==> src/rtl/riscv_core_ct.sv <==
// Operand-control and hazard unit: tracks EX/MEM/WB destination records, resolves
// ID source operands via forwarding, stalls on EX-stage dependencies, drives RF writeback.
module riscv_core_ct #(
  parameter int XLEN    = 32,
  parameter int RADDR_W = 5
) (
  input  logic               clk,
  input  logic               rstn,
  input  logic               id_ct_valid,
  input  logic [RADDR_W-1:0] id_ct_rs1,
  input  logic [RADDR_W-1:0] id_ct_rs2,
  input  logic [RADDR_W-1:0] id_ct_rd,
  input  logic               id_ct_rd_we,
  input  logic               id_ct_is_load,
  input  logic [XLEN-1:0]    rf_ct_rs1_data,
  input  logic [XLEN-1:0]    rf_ct_rs2_data,
  input  logic [XLEN-1:0]    ex_mem_result,
  input  logic [XLEN-1:0]    mem_ct_rdata,
  input  logic               ct_flush,
  output logic               ct_id_stall,
  output logic               ct_ex_valid,
  output logic [XLEN-1:0]    ct_ex_op1_st2,
  output logic [XLEN-1:0]    ct_ex_op2_st2,
  output logic               ct_rf_we,
  output logic [RADDR_W-1:0] ct_rf_waddr,
  output logic [XLEN-1:0]    ct_rf_wdata
);

  // Handshake: ID holds its instruction while ct_id_stall is high; an instruction
  // moves to EX only when id_ct_valid & ~ct_id_stall & ~ct_flush.
  typedef struct packed {
    logic               valid;
    logic [RADDR_W-1:0] rd;
    logic               we;
    logic               is_load;
  } stage_t;

  stage_t            ex_q, mem_q, wb_q, ex_d;
  logic [XLEN-1:0]   wb_data_q;
  logic [XLEN-1:0]   op1_q, op2_q, op1_d, op2_d;
  logic [XLEN-1:0]   mem_val;
  logic              hz1, hz2, accept;

  // Value the MEM-stage instruction will write: load data or the ALU result.
  assign mem_val = mem_q.is_load ? mem_ct_rdata : ex_mem_result;

  function automatic logic [XLEN-1:0] resolve(
    input logic [RADDR_W-1:0] rs,
    input logic [XLEN-1:0]    rf_data,
    input stage_t             mem_s,
    input stage_t             wb_s,
    input logic [XLEN-1:0]    mem_v,
    input logic [XLEN-1:0]    wb_v
  );
    logic [XLEN-1:0] r;
    if (rs == '0)                                          r = '0;
    else if (mem_s.valid && mem_s.we && (mem_s.rd == rs))  r = mem_v;
    else if (wb_s.valid && wb_s.we && (wb_s.rd == rs))     r = wb_v;
    else                                                   r = rf_data;
    return r;
  endfunction

  // Only the EX stage can be unresolvable: its result is not yet available.
  assign hz1 = ex_q.valid && ex_q.we && (id_ct_rs1 == ex_q.rd) && (id_ct_rs1 != '0);
  assign hz2 = ex_q.valid && ex_q.we && (id_ct_rs2 == ex_q.rd) && (id_ct_rs2 != '0);

  assign ct_id_stall = id_ct_valid & ~ct_flush & (hz1 | hz2);
  assign accept      = id_ct_valid & ~ct_id_stall & ~ct_flush;

  always_comb begin
    ex_d  = '0;
    op1_d = op1_q;
    op2_d = op2_q;
    if (accept) begin
      ex_d.valid   = 1'b1;
      ex_d.rd      = id_ct_rd;
      ex_d.we      = id_ct_rd_we;
      ex_d.is_load = id_ct_is_load;
      op1_d = resolve(id_ct_rs1, rf_ct_rs1_data, mem_q, wb_q, mem_val, wb_data_q);
      op2_d = resolve(id_ct_rs2, rf_ct_rs2_data, mem_q, wb_q, mem_val, wb_data_q);
    end
  end

  always_ff @(posedge clk or negedge rstn) begin
    if (!rstn) begin
      ex_q      <= '0;
      mem_q     <= '0;
      wb_q      <= '0;
      wb_data_q <= '0;
      op1_q     <= '0;
      op2_q     <= '0;
    end else begin
      ex_q      <= ex_d;
      mem_q     <= ex_q;
      wb_q      <= mem_q;
      wb_data_q <= mem_val;
      op1_q     <= op1_d;
      op2_q     <= op2_d;
    end
  end

  assign ct_ex_valid   = ex_q.valid;
  assign ct_ex_op1_st2 = op1_q;
  assign ct_ex_op2_st2 = op2_q;
  assign ct_rf_we      = wb_q.valid & wb_q.we & (wb_q.rd != '0);
  assign ct_rf_waddr   = wb_q.rd;
  assign ct_rf_wdata   = wb_data_q;

endmodule

==> config.mk <==
export PLATFORM = sky130hd
export DESIGN_NAME = riscv_core_ct
export DESIGN_NICKNAME = d
export VERILOG_FILES = /design/src/rtl/riscv_core_ct.sv
export SDC_FILE = /design/constraint.sdc
export NUM_CORES = 1
export LEC_CHECK = 0
export ABC_AREA = 1
export CORE_MARGIN = 4
export CORE_UTILIZATION = 41
export DETAILED_ROUTE_END_ITERATION = 10
export PLACE_DENSITY = 0.75
export SLEW_MARGIN = 20
export SYNTH_ARGS = -nofsm -noshare
export SYNTH_HDL_FRONTEND = slang
export SYNTH_SLANG_ARGS = --single-unit
==> constraint.sdc <==
create_clock -name clk -period 3.8 [get_ports clk]
set_clock_uncertainty 0.2 [all_clocks]
set_input_delay 1.14 -clock clk [delete_from_list [all_inputs] [get_ports clk]]
set_output_delay 1.14 -clock clk [all_outputs]
set_load 0.1 [all_outputs]
==> results by group, run 1 <==
Placement
  • Place WS: -163 ps
  • Detailed Place HPWL: around 17 mm
  • GPL Wtd Cong: 0.884
  • # port buffers: ~250

Clocking
  • Clock buffer depth: 2
  • Post-CTS Setup Inserts: 0
  • Hold-fix buffers, CTS: 0
  • # clock sinks: between 100 and 150
  • Clk_lat worst skew: 420 ps
  • H-tree depth: 4
  • Cts bufs inserted: 17
  • CTS tree: yes
  • Clock Pin Slew Worst Setup and Hold Paths: roughly 50 ps
  • CTS Root Cell: clkbuf_16

Run status
  • Outcome: complete, no violations

Synth
  • Register area share after synthesis: between 40 and 50%
  • Mean Syn Cell Area: 7.27 µm²
  • Mapped Area: 6610 µm²
  • Seq cells post-synth: around 120
  • Post-synth ARST share: 100%
  • Ys flop type: dfrtp_1
  • Post-synth EDFFs: 0
  • Cell count after synthesis: between 900 and 1000
  • Syn_nets: roughly 1100
  • Syn. warnings: 0
  • Synth unique cells: 24

Floorplanning
  • DIE AREA: approximately 18000 µm²
  • Die height: 135 µm
  • Number of I/O pins: 253
  • Starting Density: between 40% and 50%
  • Core Area: 15800 µm²
  • Die Wd: ~130 µm
  • Cell Rows: 46

Routing
  • Antenna Nets Post-Route: 0
  • Wirelength per Cell: roughly 17 µm
  • Routed wire length: between 20 and 25 mm
  • Routed vias/inst: approximately 5.3
  • Vias post-DR: roughly 7300
  • DRT Pass-1 Iters: 5
  • Remaining DRCs: 0
  • Drt initial violations: ~540

GRT
  • Global route hottest layer: met2
  • Grt met1 use: between 30 and 40%
  • Met2 Use GR: between 40 and 50%
  • Global route overflow: 0
  • Met3 Track Usage GR: between 8 and 9%
  • Maximum number of pins on one net before global-route repair: between 60 and 70
  • First-pass GRT wire length: between 30 and 40 mm
  • GRT Overall Usage: 26.1%
  • Initial antenna violation count: 0
  • Number of global-route vias before repair: a little over 7000

Timing
  • Slew @ Worst Pin: roughly 650 ps
  • Worst slew margin: 56.4%
  • Minimum clock period: roughly 3700 ps
  • Fmax: 0.272 GHz
  • Max Slew Vio Count: 0
  • Final WS setup: ~120 ps
  • Final cycle utilization of the critical path: 96.7%
  • Final setup viols: 0
  • Final hold violations: 0
  • RSZ-0062 raised after global routing: false

Final layout
  • Layout area overhead: 48.5%
  • # diodes: 0
  • Nets: ~1300
  • FILL cells: between 1000 and 1500
  • Leading cell type in the layout, fill and taps excluded: nand2_1
  • Final core occ: between 60% and 70%
  • Most frequent cells in the layout: nand2_1 (273), clkdlybuf4s50_1 (137), nand3_1 (136)
  • Share of cells above drive strength 1: between 10% and 20%

Power and ir drop
  • Pwr Total: just under 5 mW
  • Peak VDD IR: between 0.3 and 0.4 mV
  • PD cells: slightly below 500 nW/µm²
  • Leak pwr: about 4.9 nW

Setup path
  • Worst endpoint required time: approximately 2500 ps
  • Worst setup SP type: input port
  • Crit path kind: in2out
  • Crit path DAT: 2340 ps
  • CP endpoint kind: output port
  • Worst r2r src: mem_q[0]$_DFF_PN0_
  • Reg2reg end: ct_ex_op1_st2[30]$_DFFE_PN0P_
  • R2R setup slack: roughly 1800 ps
  • R2R cell count: 4
  • Largest fanout on the critical path: 5

Min path
  • Worst Hold Path Cells: 0
  • Hold Crit Start: ex_q[0]$_DFF_PN0_
  • Min-Delay Path Class: reg2reg
  • Hold endpoint: mem_q[0]$_DFF_PN0_

Run
  • Maxcap violations: 0
[power by group]
part	switching [mW]	total, mW	internal (mW)	leakage [nW]
logic	1.23	1.62	0.393	3.12
registers	0.0903	1.48	1.39	1.47
clock network	0.577	1.74	1.16	0.312
total	1.89	4.84	2.94	4.90
[cell families (layout without fill, tap and decap cells)]
kind of cell / Yosys count / after routing / share of synthesized area (%)
AOI/OAI and AO/OA: 103 / 103 / 7.86
xor gates and xnor gates: 7 / 7 / 0.928
buffers and inverters: 164 / 416 / 10.6
DFF: 119 / 119 / 45.1
and+or+nand+nor: 516 / 516 / 35.6
[flip-flops by register name, indices dropped and copies added (netlist names)]
| signal | flops |
|---|---|
| ex_q | 7 |
| ct_ex_valid | 1 |
| ct_rf_waddr | 5 |
| wb_q | 2 |
| ct_ex_op2_st2 | 32 |
| ct_ex_op1_st2 | 32 |
| ct_rf_wdata | 32 |
| mem_q | 8 |
[cells in the mapped netlist, drive strengths merged, types with 2 or more instances]
cell type  instances  area (µm²)
a21oi              2        10.0
buf               42         241
clkbuf            25        93.8
dfrtp            119        2980
inv               96         360
nand2            275        1030
nand3            139         706
nand4             64         400
nor2              32         130
nor3               6        80.1
o21ai            100         500
xnor2              2        17.5
xor2               5        43.8
[layout make-up]
class	count	area (µm²)	area share, %
Tap cell	216	270	2.75
Multi-Input combinational cell	626	2980	30.4
Clock inverter	9	148	1.50
Clock buffer	22	484	4.93
Sequential cell	119	2980	30.4
Inverter	97	364	3.71
Timing Repair Buffer	288	2580	26.3
[metrics by stage]
| step | area, µm² | TNS (ps) | hold slack [ps] | std cells |
|---|---|---|---|---|
| finish | 9810 | 0 | 151 | 1377 |
| global route | 9810 | 0 | 178 | 1377 |
| CTS | 9810 | 0 | 152 | 1377 |
| detailed placement | 9190 | -163 | 139 | 1346 |
| global placement | 9190 | -125 | 132 | 1346 |
| floorplan | 6620 | 0 | 131 | 909 |
[worst max path at each step]
stage            startpoint     endpoint  slack, ps  depth (start not counted)
6_report       id_ct_rs2[0]  ct_id_stall        120                          8
3_3_place_gp   id_ct_rs1[4]  ct_id_stall       -130                         11
3_5_place_dp   id_ct_rs2[0]  ct_id_stall       -160                         10
5_1_grt        id_ct_rs2[0]  ct_id_stall         30                          8
2_1_floorplan  id_ct_rs1[4]  ct_id_stall         40                          9
4_1_cts        id_ct_rs1[4]  ct_id_stall         10                         11
[what timing repair did]
action | CTS | global route
pin swaps | 1 | 3
gates resized for setup | 11 | 4
endpoints found under the setup margin | 1 | 1
[metal layers]
layer / up-vias / part of all wire (%)
li1: 3465 / -
met1: 3402 / 39
met2: 410 / 48
met3: 42 / 12
met4: 0 / 1.8
met5: - / 0
[worst max-delay path, cell delays in order]
cell	delay (ps)
dlygate4sd2_1	300
xor2_1	180
nor2_1	110
nand3_1	80
nand2_1	100
nand2_2	80
nor3_4	150
buf_12	200
No activity file was read; power rests on OpenSTA's default activity.
==> run 2: changes to the inputs <==
--- a/config.mk
+++ b/config.mk
@@ -6,10 +6,13 @@
 export NUM_CORES = 1
 export LEC_CHECK = 0
 export ABC_AREA = 1
+export CELL_PAD_IN_SITES_DETAIL_PLACEMENT = 0
+export CELL_PAD_IN_SITES_GLOBAL_PLACEMENT = 1
 export CORE_MARGIN = 4
-export CORE_UTILIZATION = 41
+export CORE_UTILIZATION = 33
 export DETAILED_ROUTE_END_ITERATION = 10
-export PLACE_DENSITY = 0.75
+export PLACE_DENSITY = 0.85
+export SETUP_SLACK_MARGIN = 0.4
 export SLEW_MARGIN = 20
 export SYNTH_ARGS = -nofsm -noshare
 export SYNTH_HDL_FRONTEND = slang
==> results by group, run 2 (synthesis results as in run 1) <==
Clocking
  • Clock Pin Slew Worst Setup and Hold Paths: 60 ps (about the same)
  • H-tree depth: 4 (unchanged)
  • Cts bufs inserted: 17 (unchanged)
  • CTS Root Cell: clkbuf_16
  • Clk_lat worst skew: 410 ps (about the same)
  • Clock buffer depth: 2 (unchanged)
  • CTS tree: yes
  • # clock sinks: 119 (unchanged)
  • Hold-fix buffers, CTS: 0 (unchanged)

Power and ir drop
  • Share of total power in the clock network: 33.7% (-2.2 points)
  • Comb power frac: 34.8% (+1.3 points)
  • Switching share of power: 40.4% (+1.3 points)
  • Leak pwr: 4.94 nW (+0.74%)
  • Internal: 2.81 mW (-4.5%)
  • Sw Pwr: 1.91 mW (+0.76%)
  • Peak VDD IR: 0.299 mV (-2.4%)
  • PD cells: 473 nW/µm² (-4.0%)
  • Register share of total power: 31.5% (+0.9 points)
  • Pwr Total: 4.72 mW (-2.4%)

Setup path
  • R2R setup slack: 1540 ps (-260 ps)
  • Worst setup SP type: input port
  • Worst r2r src: mem_q[0]$_DFF_PN0_
  • Crit path DAT: 2190 ps (-150 ps)
  • CP startpoint: id_ct_rs1[4]
  • Worst endpoint required time: 2460 ps (about the same)
  • CP endpoint kind: output port
  • Largest fanout on the critical path: 4 (-1)
  • Crit path kind: in2out

Placement
  • Placed instance area: 9390 µm² (+2.2%)
  • # port buffers: 252 (unchanged)
  • GPL Wtd Cong: 0.856 (-3.1%)
  • Place WS: -268 ps (-106 ps)
  • Dpl cells: 1398 (+3.9%)
  • Detailed Place HPWL: 18.6 mm (+9.2%)

Timing
  • Final WS setup: 272 ps (+147 ps)
  • Worst slew margin: 32.6% (-24 points)
  • Fmax: 0.283 GHz (+4.2%)
  • Final cycle utilization of the critical path: 92.8% (-3.9 points)
  • Final setup viols: 0 (unchanged)
  • Minimum clock period: 3530 ps (-147 ps)
  • Slew @ Worst Pin: 1010 ps (+365 ps)
  • RSZ-0062 raised after global routing: true
  • Max Slew Vio Count: 0 (unchanged)
  • Final hold violations: 0 (unchanged)

Floorplanning
  • Starting Density: 33.7% (-8.0 points)
  • Number of I/O pins: 253 (unchanged)
  • Die height: 150 µm (+11%)
  • Core Area: 19600 µm² (+24%)
  • DIE AREA: 22400 µm² (+23%)
  • Die Wd: 150 µm (+11%)
  • Cell Rows: 51 (+11%)

Final layout
  • # diodes: 0 (unchanged)
  • Final Cell Area: 9970 µm² (+1.6%)
  • Final std cells w/o fill: 1434 (+4.1%)
  • Share of cells above drive strength 1: 18.5% (+1.6 points)
  • Most frequent cells in the layout: nand2_1 (271), clkdlybuf4s50_1 (137), buf_4 (136)
  • Leading cell type in the layout, fill and taps excluded: nand2_1
  • Layout area overhead: 50.9%
  • Nets: 1305 (+0.54%)

Routing
  • Routed vias/inst: 5.01 (-5.8%)
  • Remaining DRCs: 0 (unchanged)
  • DRT Pass-1 Iters: 5 (unchanged)
  • Vias post-DR: 7178 (-1.9%)
  • Antenna Nets Post-Route: 0 (unchanged)
  • Routed wire length: 26.1 mm (+8.7%)
  • Wirelength per Cell: 18.2 µm (+4.4%)
  • Drt initial violations: 433 (-20%)

Min path
  • Min-Delay Path Class: reg2reg
  • Hold Crit Start: ex_q[0]$_DFF_PN0_

GRT
  • GRT Overall Usage: 23.5% (-2.6 points)
  • Number of global-route vias before repair: 7297 (+3.0%)
  • Maximum number of pins on one net before global-route repair: 65 (unchanged)
  • Initial antenna violation count: 0 (unchanged)
  • Global route overflow: 0 (unchanged)
  • First-pass GRT wire length: 40.5 mm (+9.4%)

Run
  • Maxcap violations: 0 (unchanged)

Run status
  • Outcome: complete, no violations
## run 2: layer usage
layer  vias up  share of wire, %  track usage (%)
li1       3474                 -                -
met1      3388                42             29.9
met2       292                49             40.1
met3        24               8.5             6.12
met4         0               1.1             5.49
met5         -                 0                0
## run 2: final cells by class
cell class	count	area [µm²]
clock inverters	9	100
multi-input cells	626	3010
flip-flops and latches	119	2980
fillers	1937	9620
repair buffers	295	2690
clock buffers	23	478
inverters	97	377
well taps	265	332
## run 2: through the flow
stage | utilization (%) | hold slack [ps] | setup TNS [ps]
floorplan | - | 131 | 0
global placement | 47.9 | 134 | -230
detailed placement | 47.9 | 138 | -268
CTS | 50.9 | 152 | 0
global route | 50.9 | 154 | 0
finish | 50.9 | 150 | 0
## run 2: worst paths after layout
| check | endpoint | cells after the start |
|---|---|---|
| min in group asynchronous | ct_rf_wdata[5]$_DFF_PN0_ | 1 |
| worst min register to register | mem_q[0]$_DFF_PN0_ | 0 |
| worst min-delay path | mem_q[0]$_DFF_PN0_ | 0 |
| max in group asynchronous | ct_ex_op1_st2[30]$_DFFE_PN0P_ | 2 |
| worst max-delay path | ct_id_stall | 12 |
| worst max register to register | ct_ex_op2_st2[11]$_DFFE_PN0P_ | 4 |
## run 2: repair_timing
item / in CTS / in global routing
endpoints found under the setup margin: 1 / 1
gates resized for setup: 43 / 0
pin swaps: 8 / 0
setup buffers: 4 / 0
## run 2: power by group through the flow
stage / combinational [mW] / clock (mW) / sequential (mW)
6_report: 1.64 / 1.59 / 1.49
2_1_floorplan: 0.281 / 0 / 2.32
3_5_place_dp: 1.65 / 0 / 1.51
4_1_cts: 1.65 / 1.62 / 1.49
5_1_grt: 1.72 / 1.68 / 1.50
3_3_place_gp: 1.65 / 0 / 1.50
## run 2: worst max-delay path, stage by stage
cell     delay, ps
buf_6          100
buf_12         120
inv_12          50
nand2_2         30
nand2_1         50
nand3_1         60
nor2_1          80
nand2_1         70
nand2_2         70
nand2_2         70
nor3_4         150
buf_12         200
